===== config.mk =====
export PLATFORM = sky130hd
export DESIGN_NAME = toy_alu_sequencer_flat
export DESIGN_NICKNAME = d
export VERILOG_FILES = /design/src/rtl/toy_pkg.sv /design/src/rtl/toy_alu_sequencer_if.sv /design/src/rtl/toy_regfile.sv /design/src/rtl/toy_alu_sequencer.sv /design/src/flat_wrapper.sv
export SDC_FILE = /design/constraint.sdc
export NUM_CORES = 1
export LEC_CHECK = 0
export CAP_MARGIN = 0
export CORE_ASPECT_RATIO = 0.8
export CORE_UTILIZATION = 25
export DETAILED_ROUTE_END_ITERATION = 16
export HOLD_SLACK_MARGIN = 0.02
export RECOVER_POWER = 25
export SLEW_MARGIN = 10
export SYNTH_ARGS = -nofsm -noshare
export SYNTH_HDL_FRONTEND = slang
export SYNTH_SLANG_ARGS = --single-unit

===== constraint.sdc =====
create_clock -name clk -period 2.8 [get_ports clk]
set_input_delay 0.56 -clock clk [delete_from_list [all_inputs] [get_ports clk]]
set_output_delay 0.56 -clock clk [all_outputs]
set_load 0.005 [all_outputs]

===== src/rtl/toy_pkg.sv =====
// toy_pkg: shared definitions for the toy CPU ALU sequencer.
//   - datapath / register-file geometry
//   - opcode encodings
//   - sequencer state enum
//   - instruction field positions and slice helpers
package toy_pkg;

  localparam int TOY_DATA_W   = 16;
  localparam int TOY_RF_DEPTH = 8;
  localparam int RF_AW        = 3;
  localparam int OP_W         = 3;
  localparam int IMM_W        = 10;

  // Opcodes
  localparam logic [OP_W-1:0] OP_ADD = 3'b000;
  localparam logic [OP_W-1:0] OP_SUB = 3'b001;
  localparam logic [OP_W-1:0] OP_LDI = 3'b010;
  localparam logic [OP_W-1:0] OP_ILL = 3'b011;
  localparam logic [OP_W-1:0] OP_SHL = 3'b100;
  localparam logic [OP_W-1:0] OP_XOR = 3'b101;
  localparam logic [OP_W-1:0] OP_OR  = 3'b110;
  localparam logic [OP_W-1:0] OP_AND = 3'b111;

  // Instruction field positions: [15:13] op, [12:10] rd, [9:7] rs, [6:4] rt, [9:0] imm10
  localparam int OP_LSB = 13;
  localparam int RD_LSB = 10;
  localparam int RS_LSB = 7;
  localparam int RT_LSB = 4;

  typedef enum logic [1:0] {
    ST_IDLE   = 2'd0,
    ST_DECODE = 2'd1,
    ST_EXEC   = 2'd2,
    ST_WB     = 2'd3
  } state_t;

  function automatic logic [OP_W-1:0] instr_op(input logic [TOY_DATA_W-1:0] ins);
    return ins[OP_LSB +: OP_W];
  endfunction

  function automatic logic [RF_AW-1:0] instr_rd(input logic [TOY_DATA_W-1:0] ins);
    return ins[RD_LSB +: RF_AW];
  endfunction

  function automatic logic [RF_AW-1:0] instr_rs(input logic [TOY_DATA_W-1:0] ins);
    return ins[RS_LSB +: RF_AW];
  endfunction

  function automatic logic [RF_AW-1:0] instr_rt(input logic [TOY_DATA_W-1:0] ins);
    return ins[RT_LSB +: RF_AW];
  endfunction

  // LDI immediate, zero-extended to the datapath width
  function automatic logic [TOY_DATA_W-1:0] ldi_value(input logic [TOY_DATA_W-1:0] ins);
    return {{(TOY_DATA_W-IMM_W){1'b0}}, ins[IMM_W-1:0]};
  endfunction

endpackage


===== src/rtl/toy_alu_sequencer_if.sv =====
// toy_alu_sequencer_if: fetch-side handshake and ALU port set of the sequencer.
//   instr_valid/instr/instr_ready : instruction handshake from fetch
//   alu_op/alu_a/alu_src          : operation and operands to the external ALU
//   alu_rd/alu_c                  : result and carry back from the ALU
// Modports: slave = the sequencer, master = fetch stage + ALU environment.
interface toy_alu_sequencer_if;

  logic                                  instr_valid;
  logic [toy_pkg::TOY_DATA_W-1:0]        instr;
  logic                                  instr_ready;
  logic [toy_pkg::OP_W-1:0]              alu_op;
  logic [toy_pkg::TOY_DATA_W-1:0]        alu_a;
  logic [toy_pkg::TOY_DATA_W-1:0]        alu_src;
  logic [toy_pkg::TOY_DATA_W-1:0]        alu_rd;
  logic                                  alu_c;

  modport slave (
    input  instr_valid, instr, alu_rd, alu_c,
    output instr_ready, alu_op, alu_a, alu_src
  );

  modport master (
    output instr_valid, instr, alu_rd, alu_c,
    input  instr_ready, alu_op, alu_a, alu_src
  );

endinterface


===== src/rtl/toy_regfile.sv =====
// toy_regfile: 8x16 register file.
//   clk, rst_n          : clock, asynchronous active-low clear of all registers
//   ra_addr / ra_data   : async read port A
//   rb_addr / rb_data   : async read port B
//   dbg_addr / dbg_data : async debug read port
//   we, waddr, wdata    : synchronous write port
// R0 is never written, so it always reads 0.
module toy_regfile
  import toy_pkg::*;
#(
  parameter int DATA_W   = TOY_DATA_W,
  parameter int RF_DEPTH = TOY_RF_DEPTH
) (
  input  logic              clk,
  input  logic              rst_n,
  input  logic [RF_AW-1:0]  ra_addr,
  output logic [DATA_W-1:0] ra_data,
  input  logic [RF_AW-1:0]  rb_addr,
  output logic [DATA_W-1:0] rb_data,
  input  logic [RF_AW-1:0]  dbg_addr,
  output logic [DATA_W-1:0] dbg_data,
  input  logic              we,
  input  logic [RF_AW-1:0]  waddr,
  input  logic [DATA_W-1:0] wdata
);

  logic [DATA_W-1:0] regs [RF_DEPTH];

  always_ff @(posedge clk or negedge rst_n) begin
    if (!rst_n) begin
      for (int i = 0; i < RF_DEPTH; i++) begin
        regs[i] <= '0;
      end
    end else if (we && (waddr != '0)) begin
      regs[waddr] <= wdata;
    end
  end

  assign ra_data  = regs[ra_addr];
  assign rb_data  = regs[rb_addr];
  assign dbg_data = regs[dbg_addr];

endmodule


===== src/rtl/toy_alu_sequencer.sv =====
// toy_alu_sequencer: multi-cycle issue/writeback controller for the toy CPU ALU.
//   clk, rst_n          : clock, asynchronous active-low reset
//   bus (slave)         : instruction handshake in, ALU operands out, ALU result/carry in
//   done                : 1-cycle pulse when a writeback (or LDI) completes
//   illegal             : 1-cycle pulse when opcode 011 is rejected
//   flag_z, flag_c      : zero / carry flags from the last ALU writeback
//   dbg_addr, dbg_data  : combinational register-file debug read
// Build option: SHL_CARRY_EN - when defined, SHL puts the shifted-out bit alu_a[15]
// into the carry; otherwise SHL clears the carry.
module toy_alu_sequencer
  import toy_pkg::*;
#(
  parameter int DATA_W   = TOY_DATA_W,
  parameter int RF_DEPTH = TOY_RF_DEPTH
) (
  input  logic                clk,
  input  logic                rst_n,
  toy_alu_sequencer_if.slave  bus,
  output logic                done,
  output logic                illegal,
  output logic                flag_z,
  output logic                flag_c,
  input  logic [RF_AW-1:0]    dbg_addr,
  output logic [DATA_W-1:0]   dbg_data
);

  state_t            state_reg;
  logic [DATA_W-1:0] instr_reg;
  logic [DATA_W-1:0] res_reg;
  logic              carry_reg;
  logic [OP_W-1:0]   alu_op_reg;
  logic [DATA_W-1:0] alu_a_reg;
  logic [DATA_W-1:0] alu_src_reg;
  logic              done_reg;
  logic              illegal_reg;
  logic              flag_z_reg;
  logic              flag_c_reg;

  logic [OP_W-1:0]   op;
  logic [RF_AW-1:0]  rd;
  logic [DATA_W-1:0] rs_data;
  logic [DATA_W-1:0] rt_data;
  logic              wr_en;
  logic [DATA_W-1:0] wr_data;
  logic              exec_carry;

  assign op = instr_op(instr_reg);
  assign rd = instr_rd(instr_reg);

  // The only two writers are LDI (straight out of DECODE) and the WB state.
  assign wr_en   = (state_reg == ST_WB) || ((state_reg == ST_DECODE) && (op == OP_LDI));
  assign wr_data = (state_reg == ST_WB) ? res_reg : ldi_value(instr_reg);

  toy_regfile #(
    .DATA_W   (DATA_W),
    .RF_DEPTH (RF_DEPTH)
  ) u_regfile (
    .clk      (clk),
    .rst_n    (rst_n),
    .ra_addr  (instr_rs(instr_reg)),
    .ra_data  (rs_data),
    .rb_addr  (instr_rt(instr_reg)),
    .rb_data  (rt_data),
    .dbg_addr (dbg_addr),
    .dbg_data (dbg_data),
    .we       (wr_en),
    .waddr    (rd),
    .wdata    (wr_data)
  );

  // The external ALU drives alu_c for every op; only ADD's carry is trusted.
  always_comb begin
    exec_carry = 1'b0;
    if (alu_op_reg == OP_ADD) begin
      exec_carry = bus.alu_c;
    end
`ifdef SHL_CARRY_EN
    else if (alu_op_reg == OP_SHL) begin
      exec_carry = alu_a_reg[DATA_W-1];
    end
`endif
  end

  always_ff @(posedge clk or negedge rst_n) begin
    if (!rst_n) begin
      state_reg   <= ST_IDLE;
      instr_reg   <= '0;
      res_reg     <= '0;
      carry_reg   <= 1'b0;
      alu_op_reg  <= '0;
      alu_a_reg   <= '0;
      alu_src_reg <= '0;
      done_reg    <= 1'b0;
      illegal_reg <= 1'b0;
      flag_z_reg  <= 1'b0;
      flag_c_reg  <= 1'b0;
    end else begin
      done_reg    <= 1'b0;
      illegal_reg <= 1'b0;
      case (state_reg)
        ST_IDLE: begin
          if (bus.instr_valid) begin
            instr_reg <= bus.instr;
            state_reg <= ST_DECODE;
          end
        end
        ST_DECODE: begin
          if (op == OP_LDI) begin
            done_reg  <= 1'b1;
            state_reg <= ST_IDLE;
          end else if (op == OP_ILL) begin
            illegal_reg <= 1'b1;
            state_reg   <= ST_IDLE;
          end else begin
            alu_op_reg  <= op;
            alu_a_reg   <= rs_data;
            alu_src_reg <= rt_data;
            state_reg   <= ST_EXEC;
          end
        end
        ST_EXEC: begin
          res_reg   <= bus.alu_rd;
          carry_reg <= exec_carry;
          state_reg <= ST_WB;
        end
        ST_WB: begin
          flag_c_reg <= carry_reg;
          flag_z_reg <= (res_reg == '0) && !carry_reg;
          done_reg   <= 1'b1;
          state_reg  <= ST_IDLE;
        end
        default: state_reg <= ST_IDLE;
      endcase
    end
  end

  assign bus.instr_ready = (state_reg == ST_IDLE);
  assign bus.alu_op      = alu_op_reg;
  assign bus.alu_a       = alu_a_reg;
  assign bus.alu_src     = alu_src_reg;
  assign done            = done_reg;
  assign illegal         = illegal_reg;
  assign flag_z          = flag_z_reg;
  assign flag_c          = flag_c_reg;

endmodule

===== src/flat_wrapper.sv =====
// flat-port wrapper written by rule: the top's interface ports become plain ports
module toy_alu_sequencer_flat import toy_pkg::*;
#(
  parameter int DATA_W   = TOY_DATA_W,
  parameter int RF_DEPTH = TOY_RF_DEPTH
)
  (clk, rst_n, done, illegal, flag_z, flag_c, dbg_addr, dbg_data, bus_instr_valid, bus_instr, bus_alu_rd, bus_alu_c, bus_instr_ready, bus_alu_op, bus_alu_a, bus_alu_src);
  toy_alu_sequencer_if bus_i ();
  input  logic clk;
  input  logic rst_n;
  output logic done;
  output logic illegal;
  output logic flag_z;
  output logic flag_c;
  input  logic [RF_AW-1:0] dbg_addr;
  output logic [DATA_W-1:0] dbg_data;
  input wire logic [$bits(bus_i.instr_valid)-1:0] bus_instr_valid;
  input wire logic [$bits(bus_i.instr)-1:0] bus_instr;
  input wire logic [$bits(bus_i.alu_rd)-1:0] bus_alu_rd;
  input wire logic [$bits(bus_i.alu_c)-1:0] bus_alu_c;
  output wire logic [$bits(bus_i.instr_ready)-1:0] bus_instr_ready;
  output wire logic [$bits(bus_i.alu_op)-1:0] bus_alu_op;
  output wire logic [$bits(bus_i.alu_a)-1:0] bus_alu_a;
  output wire logic [$bits(bus_i.alu_src)-1:0] bus_alu_src;
  assign bus_i.instr_valid = bus_instr_valid;
  assign bus_i.instr = bus_instr;
  assign bus_i.alu_rd = bus_alu_rd;
  assign bus_i.alu_c = bus_alu_c;
  assign bus_instr_ready = bus_i.instr_ready;
  assign bus_alu_op = bus_i.alu_op;
  assign bus_alu_a = bus_i.alu_a;
  assign bus_alu_src = bus_i.alu_src;
  toy_alu_sequencer #(.DATA_W(DATA_W), .RF_DEPTH(RF_DEPTH)) u_core (.clk(clk), .rst_n(rst_n), .bus(bus_i), .done(done), .illegal(illegal), .flag_z(flag_z), .flag_c(flag_c), .dbg_addr(dbg_addr), .dbg_data(dbg_data));
endmodule

==> metrics.md, run 1 <==
| Metric | Value |
|---|---|
| Status | finished with violations |
| Failing checks | max-capacitance violations, max-slew violations |
| Mapped Nets | 887 |
| # DRC | 0 |
| Startpoint types | input pin |
| CTS Sinks | ~200 |
| Vias in the first global route | 7776 |
| Hold Buf Count CTS | 0 |
| R2R depth | 4 |
| Clock Latency Late Sink | 520 ps |
| Top cell type by total area after synthesis | dfrtp_1 |
| Fin crit period | 2770 ps |
| List of most frequent post-synthesis cells | 202 x dfrtp_1, 182 x mux2_2, 74 x o22ai_1, 64 x mux2i_1, 45 x clkbuf_1 |
| Fillers | 4251 |
| First-pass GRT wire length | 50.6 mm |
| Syn avg cell area | 12.7 um^2 |
| Buffers and inverters on the worst path | 3 |
| Most flops, register | u_core.u_regfile.regs |
| Num rows | 67 |
| Pin count of the biggest net entering global routing | slightly above 60 |
| Critical-path top delay cell | mux4_2 |
| GRT Total Usage | 15.2% |
| Synth top area cells | dfrtp_1 47%, mux2_2 19%, mux4_2 6.7% |
| RSZ-0062 raised after global routing | false |
| Initial antenna violation count | 1 |
| Initial Utilization | 25.6% |
| Via density per instance | 5.14 |
| Peak VDD IR | 0.587 mV |
| Tcrit/Tclk final | 98.9% |
| Worst Setup Path Type | input pin to output port |
| Netlist Area Pre-Place | 10800 um^2 |
| Max reg flops | 128 |
| Layout cells sized above 1 | 33.8% |
| Final setup fails | 0 |
| Final Hold Viols | 0 |
| Num CTS Buffers | 22 |
| Seq cells post-synth | 202 |
| Max Cap Violations | 1 |
| Top Ports | 95 |
| Reg2reg start | u_core.instr_reg[15] |
| Hold Slack | 426 ps |
| Core box area | 42300 um^2 |
| Pre-antenna DRT Iters | 5 |
| Max Slew Vio Count | between 50 and 60 |
| Gp weighted congestion | 0.814 |
| Dpl hpwl | 21.6 mm |
| Initial DRC count | roughly 600 |
| Static leakage | 5.52 nW |
| Multi-input logic area | about 5200 um^2 |
| Synth unique cells | 30 |
| Arrival @ worst endpoint | around 2200 ps |
| Core Util, Final | 31.3% |
| Clock Root Buffer | clkbuf_16 |
| Area growth syn-to-layout | 22.5% |
| Worst Skew | 14.5 ps |
| Layout net count | 962 |
| Seq/Total Area, Yosys | 46.8% |
| Top_reg_cell synth | dfrtp_1 |
| CP cell instances | buf_6, buf_12, mux4_2, mux2_2, clkdlybuf4s50_1 |
| WP data required | 2240 ps |
| TritonCTS clock tree | yes |
| FF/Latch Area | 5060 um^2 |
| H-tree depth reported by CTS | 1 |
| Largest fanout on the critical path | 13 |
| Die ar. | about 44000 um^2 |
| Reg2reg end | u_core.u_regfile.regs[73] |
| Reg2reg setup slack | 460 ps |
| Cell family with most CP delay | multiplexers |
| Critical path's largest stage delay | approximately 520 ps |
| Die X | 234 um |
| Top-count cell post-synth | dfrtp_1 |
| DP Worst Slack | -201 ps |
| Syn Inst Count | 848 |
| Synth async-reset ratio | 100% |
| Avg WL per Cell | 22.3 um |
| FMAX | 361 MHz |
| Synth top area share | 46.8% |
| PD cells | 1210 nW/um^2 |
| Total wire length | 33.2 mm |
| Routed Antenna Nets | 0 |
| Final worst slack | ~31 ps |
| Longest Clk Path Bufs | 3 |
| Slew HR | -10.2% |
| Hold WC Path Type | flop to flop |
| EDFF count, synth | 0 |
| Grt ovf | 0 |
| WHS Endpoint | u_core.u_regfile.regs[113] |
| Input/output buffers | between 90 and 100 |
| WHS Path Cells | 0 |
| Via count | 7653 |
| Hold Path Origin | u_core.u_regfile.regs[113] |
| Setup Total Neg Slack | 0 ps |
| Actual slew at the worst max-slew pin | 1650 ps |
| Syn. warnings | 0 |
| Critical Path End Type | output port |
| Chip height | 188 um |
| Reg clk slew, reported paths | 60 ps |
==> worst max path at each step <==
stage	from	endpoint	slack, ps	cells after the start
finish	dbg_addr[0]	dbg_data[14]	30	5
CTS	dbg_addr[1]	dbg_data[4]	7	5
global placement	dbg_addr[1]	dbg_data[14]	-180	5
floorplan	dbg_addr[0]	dbg_data[10]	370	4
global route	u_core.u_regfile.regs[3]	dbg_data[3]	2	3
detailed placement	dbg_addr[1]	dbg_data[14]	-200	5
==> metrics by stage <==
step                      power [mW]  instances  instance area, um^2
after floorplan                 10.1        848                10800
after global placement          12.8       1449                12400
after detailed placement        12.9       1449                12400
after CTS                       16.1       1489                13300
final                           16.1       1490                13200
after global routing            17.0       1489                13200
==> power breakdown <==
group | switching (mW) | internal (mW)
logic | 3.55 | 3.88
registers | 1.40 | 4.16
clock network | 1.24 | 1.86
==> final cells by class <==
cell class	count	share of cell area, %
Antenna cell	1	0.0189
Clock buffer	30	5.08
Clock inverter	8	0.728
Inverter	45	1.28
Multi-Input combinational cell	520	39.0
Sequential cell	202	38.2
Tap cell	552	5.22
Timing Repair Buffer	132	10.5
==> cells by family (layout without fill, tap and decap cells) <==
family          Yosys count  in the layout  share of synthesized area, %
compound gates          182            182                          12.1
buf+inv                 126            215                          5.49
flops                   202            202                          46.8
mux                     290            290                          33.2
other cells               0              1                             0
simple gates             48             48                          2.38
==> placed cells by master (no fill, tap or decap), types with 3 or more instances in the layout <==
cell type,n
dfrtp_1,200
mux2_2,182
clkdlybuf4s50_1,91
o22ai_1,74
mux2i_1,64
inv_1,43
o21ai_0,34
o31ai_1,33
mux4_2,32
a22o_1,32
buf_4,25
clkbuf_16,23
nand2_1,14
mux2_4,12
buf_12,10
nor2_1,9
a211oi_4,7
clkbuf_8,7
or3b_1,4
clkinv_2,4
nor2b_1,3
nand3b_1,3
nand2b_1,3
nor4_1,3
==> repair_timing <==
item | CTS | global route
resized for setup | 6 | 1
hold endpoints to repair | 0 | 0
buffers inserted | 0 | 0
setup endpoints to repair | 16 | 10
gates cloned | 2 | 0
==> layer usage <==
metal	global-route usage [%]	share of wire (%)	up-vias
li1	-	-	3348
met3	3.54	7.2	34
met1	22.3	47	4000
met4	2.75	1.3	0
met2	22.7	45	271
met5	0	0	-
No activity file was read; power rests on OpenSTA's default activity.
==> inputs of run 2 (changes only) <==
--- a/config.mk
+++ b/config.mk
@@ -7,10 +7,12 @@
 export LEC_CHECK = 0
 export CAP_MARGIN = 0
 export CORE_ASPECT_RATIO = 0.8
+export CORE_MARGIN = 5
 export CORE_UTILIZATION = 25
 export DETAILED_ROUTE_END_ITERATION = 16
 export HOLD_SLACK_MARGIN = 0.02
 export RECOVER_POWER = 25
+export REMOVE_ABC_BUFFERS = 1
 export SLEW_MARGIN = 10
 export SYNTH_ARGS = -nofsm -noshare
 export SYNTH_HDL_FRONTEND = slang
==> metrics.md, run 2 (synthesis gave the netlist of run 1 again) <==
| Metric | Value |
|---|---|
| Status | finished with violations |
| Failing checks | max-capacitance violations, max-slew violations |
| Startpoint types | input pin |
| Routed Antenna Nets | 0 (unchanged) |
| PD cells | 1220 nW/um^2 (+0.12%) |
| Gp weighted congestion | 0.829 (+1.8%) |
| Die ar. | 47500 um^2 (+7.8%) |
| Hold Slack | 425 ps (-0.939 ps) |
| Critical Path End Type | output port |
| Chip height | 196 um (+4.3%) |
| Layout net count | 968 (+0.62%) |
| Tcrit/Tclk final | 98.5% (-0.35 points) |
| Max Cap Violations | 1 (unchanged) |
| Fin cells | 1504 (+0.94%) |
| ANT cells | 0 (-1) |
| Cell Area, Placed | 12400 um^2 (+0.20%) |
| Cell family with most CP delay | multiplexers |
| Buffers and inverters on the worst path | 3 (unchanged) |
| Met2 wire len | 15.9 mm (+7.5%) |
| Routed length on met3 | 1.99 mm (-16%) |
| Initial DRC count | 564 (-5.2%) |
| Worst Skew | 9.54 ps (-4.92 ps) |
| Fillers | 4263 (+0.28%) |
| Flop pwr share | 34.4% (about the same) |
| Max Slew Vio Count | 75 (+27%) |
| Num CTS Buffers | 24 (+9.1%) |
| CP cell instances | buf_6, buf_12, mux4_2, mux2_2, clkdlybuf4s50_1 |
| Fin crit period | 2760 ps (-9.90 ps) |
| Worst Setup Path Type | input pin to output port |
| Actual slew at the worst max-slew pin | 1880 ps (+232 ps) |
| Arrival @ worst endpoint | 2200 ps (about the same) |
| Multi-input logic area | 5160 um^2 (unchanged) |
| Internal cell power | 9.94 mW (+0.48%) |
| Critical path's largest stage delay | 520 ps (about the same) |
| Critical-path top delay cell | mux4_2 |
| Pin count of the biggest net entering global routing | 75 (+23%) |
| # DRC | 0 (unchanged) |
| FMAX | 362 MHz (+0.36%) |
| Peak VDD IR | 0.490 mV (-16%) |
| First-pass GRT wire length | 52.2 mm (+3.2%) |
| Vias in the first global route | 7867 (+1.2%) |
| Core box area | 43000 um^2 (+1.7%) |
| DP Worst Slack | -219 ps (-17.9 ps) |
| H-tree depth reported by CTS | 1 (unchanged) |
| Total power | 16.2 mW (+0.62%) |
| Hold WC Path Type | flop to flop |
| Grt ovf | 0 (unchanged) |
| Pre-antenna DRT Iters | 5 (unchanged) |
| Max reg flops | 128 (unchanged) |
| Switch share | 38.6% (+0.080 points) |
| FF/Latch Area | 5060 um^2 (about the same) |
| Setup bufs post-CTS | 0 (unchanged) |
| Via count | 7711 (+0.76%) |
| Slew HR | -25.7% (-15 points) |
| Setup Total Neg Slack | 0 ps (unchanged) |
| GRT Total Usage | 14.2% (-1.0 points) |
| Combinational power share | 46.3% (about the same) |
| Placed Instances | 1459 (+0.69%) |
| Avg WL per Cell | 23.2 um (+4.2%) |
| Met1 Wirelength | 16.1 mm (+3.5%) |
| Final worst slack | 41.3 ps (+9.90 ps) |
| Final instance area | 13300 um^2 (+0.49%) |
| Largest fanout on the critical path | 10 (-3) |
| Initial antenna violation count | 1 (unchanged) |
| Hold Buf Count CTS | 0 (unchanged) |
| Area growth syn-to-layout | 23.1% |
| TritonCTS clock tree | yes |
| Core Util, Final | 31.0% (-0.37 points) |
| Top sig layer | met5 |
| WP data required | 2240 ps (about the same) |
| Clock network fraction of total power | 19.3% (about the same) |
| Input/output buffers | 94 (unchanged) |
| CTS Sinks | 202 (unchanged) |
| Num rows | 68 (+1.5%) |
| Via density per instance | 5.13 (-0.18%) |
| Final Hold Viols | 0 (unchanged) |
| Total wire length | 34.9 mm (+5.2%) |
| Longest Clk Path Bufs | 3 (unchanged) |
| Final setup fails | 0 (unchanged) |
| Most flops, register | u_core.u_regfile.regs |
| Commonest non-fill, non-tap cell in the layout | dfrtp_1 |
| Clock Root Buffer | clkbuf_16 |
| Reg clk slew, reported paths | 60 ps (about the same) |
| Dpl hpwl | 22.9 mm (+6.0%) |
| Static leakage | 5.59 nW (+1.2%) |
| Top Ports | 95 (unchanged) |
| Clock Latency Late Sink | 520 ps (about the same) |
| Switching power | 6.24 mW (+0.83%) |
| Most frequent cells in the layout | 198 x dfrtp_1, 182 x mux2_2, 88 x clkdlybuf4s50_1 |
| Die X | 242 um (+3.4%) |
| Layout cells sized above 1 | 33.6% (-0.25 points) |
| RSZ-0062 raised after global routing | false |
| Initial Utilization | 25.2% (-0.43 points) |
[run 2: cell count changes in the layout (fill, tap and decap cells not counted), moves of 3 or more]
| cell | delta |
|---|---|
| clkbuf_8 | -4 |
| clkdlybuf4s50_1 | -3 |
| clkinv_2 | -4 |
| clkbuf_4 | +3 |
| clkbuf_16 | +4 |
| dlymetal6s2s_1 | +3 |
| clkbuf_1 | +9 |
[run 2: what timing repair did]
action,CTS,global route
cloned,2,2
setup endpoints to repair,16,15
resized for setup,7,8
[run 2: worst paths after layout]
check / from / end / slack, ps / depth (start not counted)
max in group asynchronous: rst_n / u_core.u_regfile.regs[12] / 580 / 2
min in group asynchronous: rst_n / u_core.u_regfile.regs[97] / 540 / 1
setup reg to reg: u_core.instr_reg[15] / u_core.u_regfile.regs[82] / 450 / 4
hold / removal: u_core.u_regfile.regs[119] / u_core.u_regfile.regs[119] / 430 / 0
setup / recovery: dbg_addr[0] / dbg_data[3] / 40 / 5
hold reg to reg: u_core.u_regfile.regs[119] / u_core.u_regfile.regs[119] / 430 / 0
[run 2: worst reg2reg max path: stages, from the launching register on]
cell and delay [ps]:
dfrtp_1 440, or3b_1 690, a211oi_4 400, buf_4 340
mux2_2 380
[run 2: power by group through the flow]
stage | Sequential [mW] | Clock, mW | Combinational (mW)
global route | 5.72 | 3.30 | 8.05
finish | 5.57 | 3.13 | 7.48
CTS | 5.52 | 3.19 | 7.52
floorplan | 5.26 | 0 | 4.64
global placement | 5.51 | 0 | 7.34
detailed placement | 5.57 | 0 | 7.47
[run 2: area by class of cell]
cell class              instances  share of cell area [%]
clock buffers                  38                    5.30
clock inverters                 3                   0.508
inverters                      45                    1.27
multi-input cells             520                    38.8
flip-flops and latches        202                    38.0
well taps                     560                    5.27
repair buffers                136                    10.8
[run 2: per-layer routing]
metal | track usage (%) | up-vias
met5 | 0 | -
met4 | 3.61 | 2
met3 | 2.56 | 52
met2 | 22.5 | 279
met1 | 20.1 | 4038
li1 | - | 3340
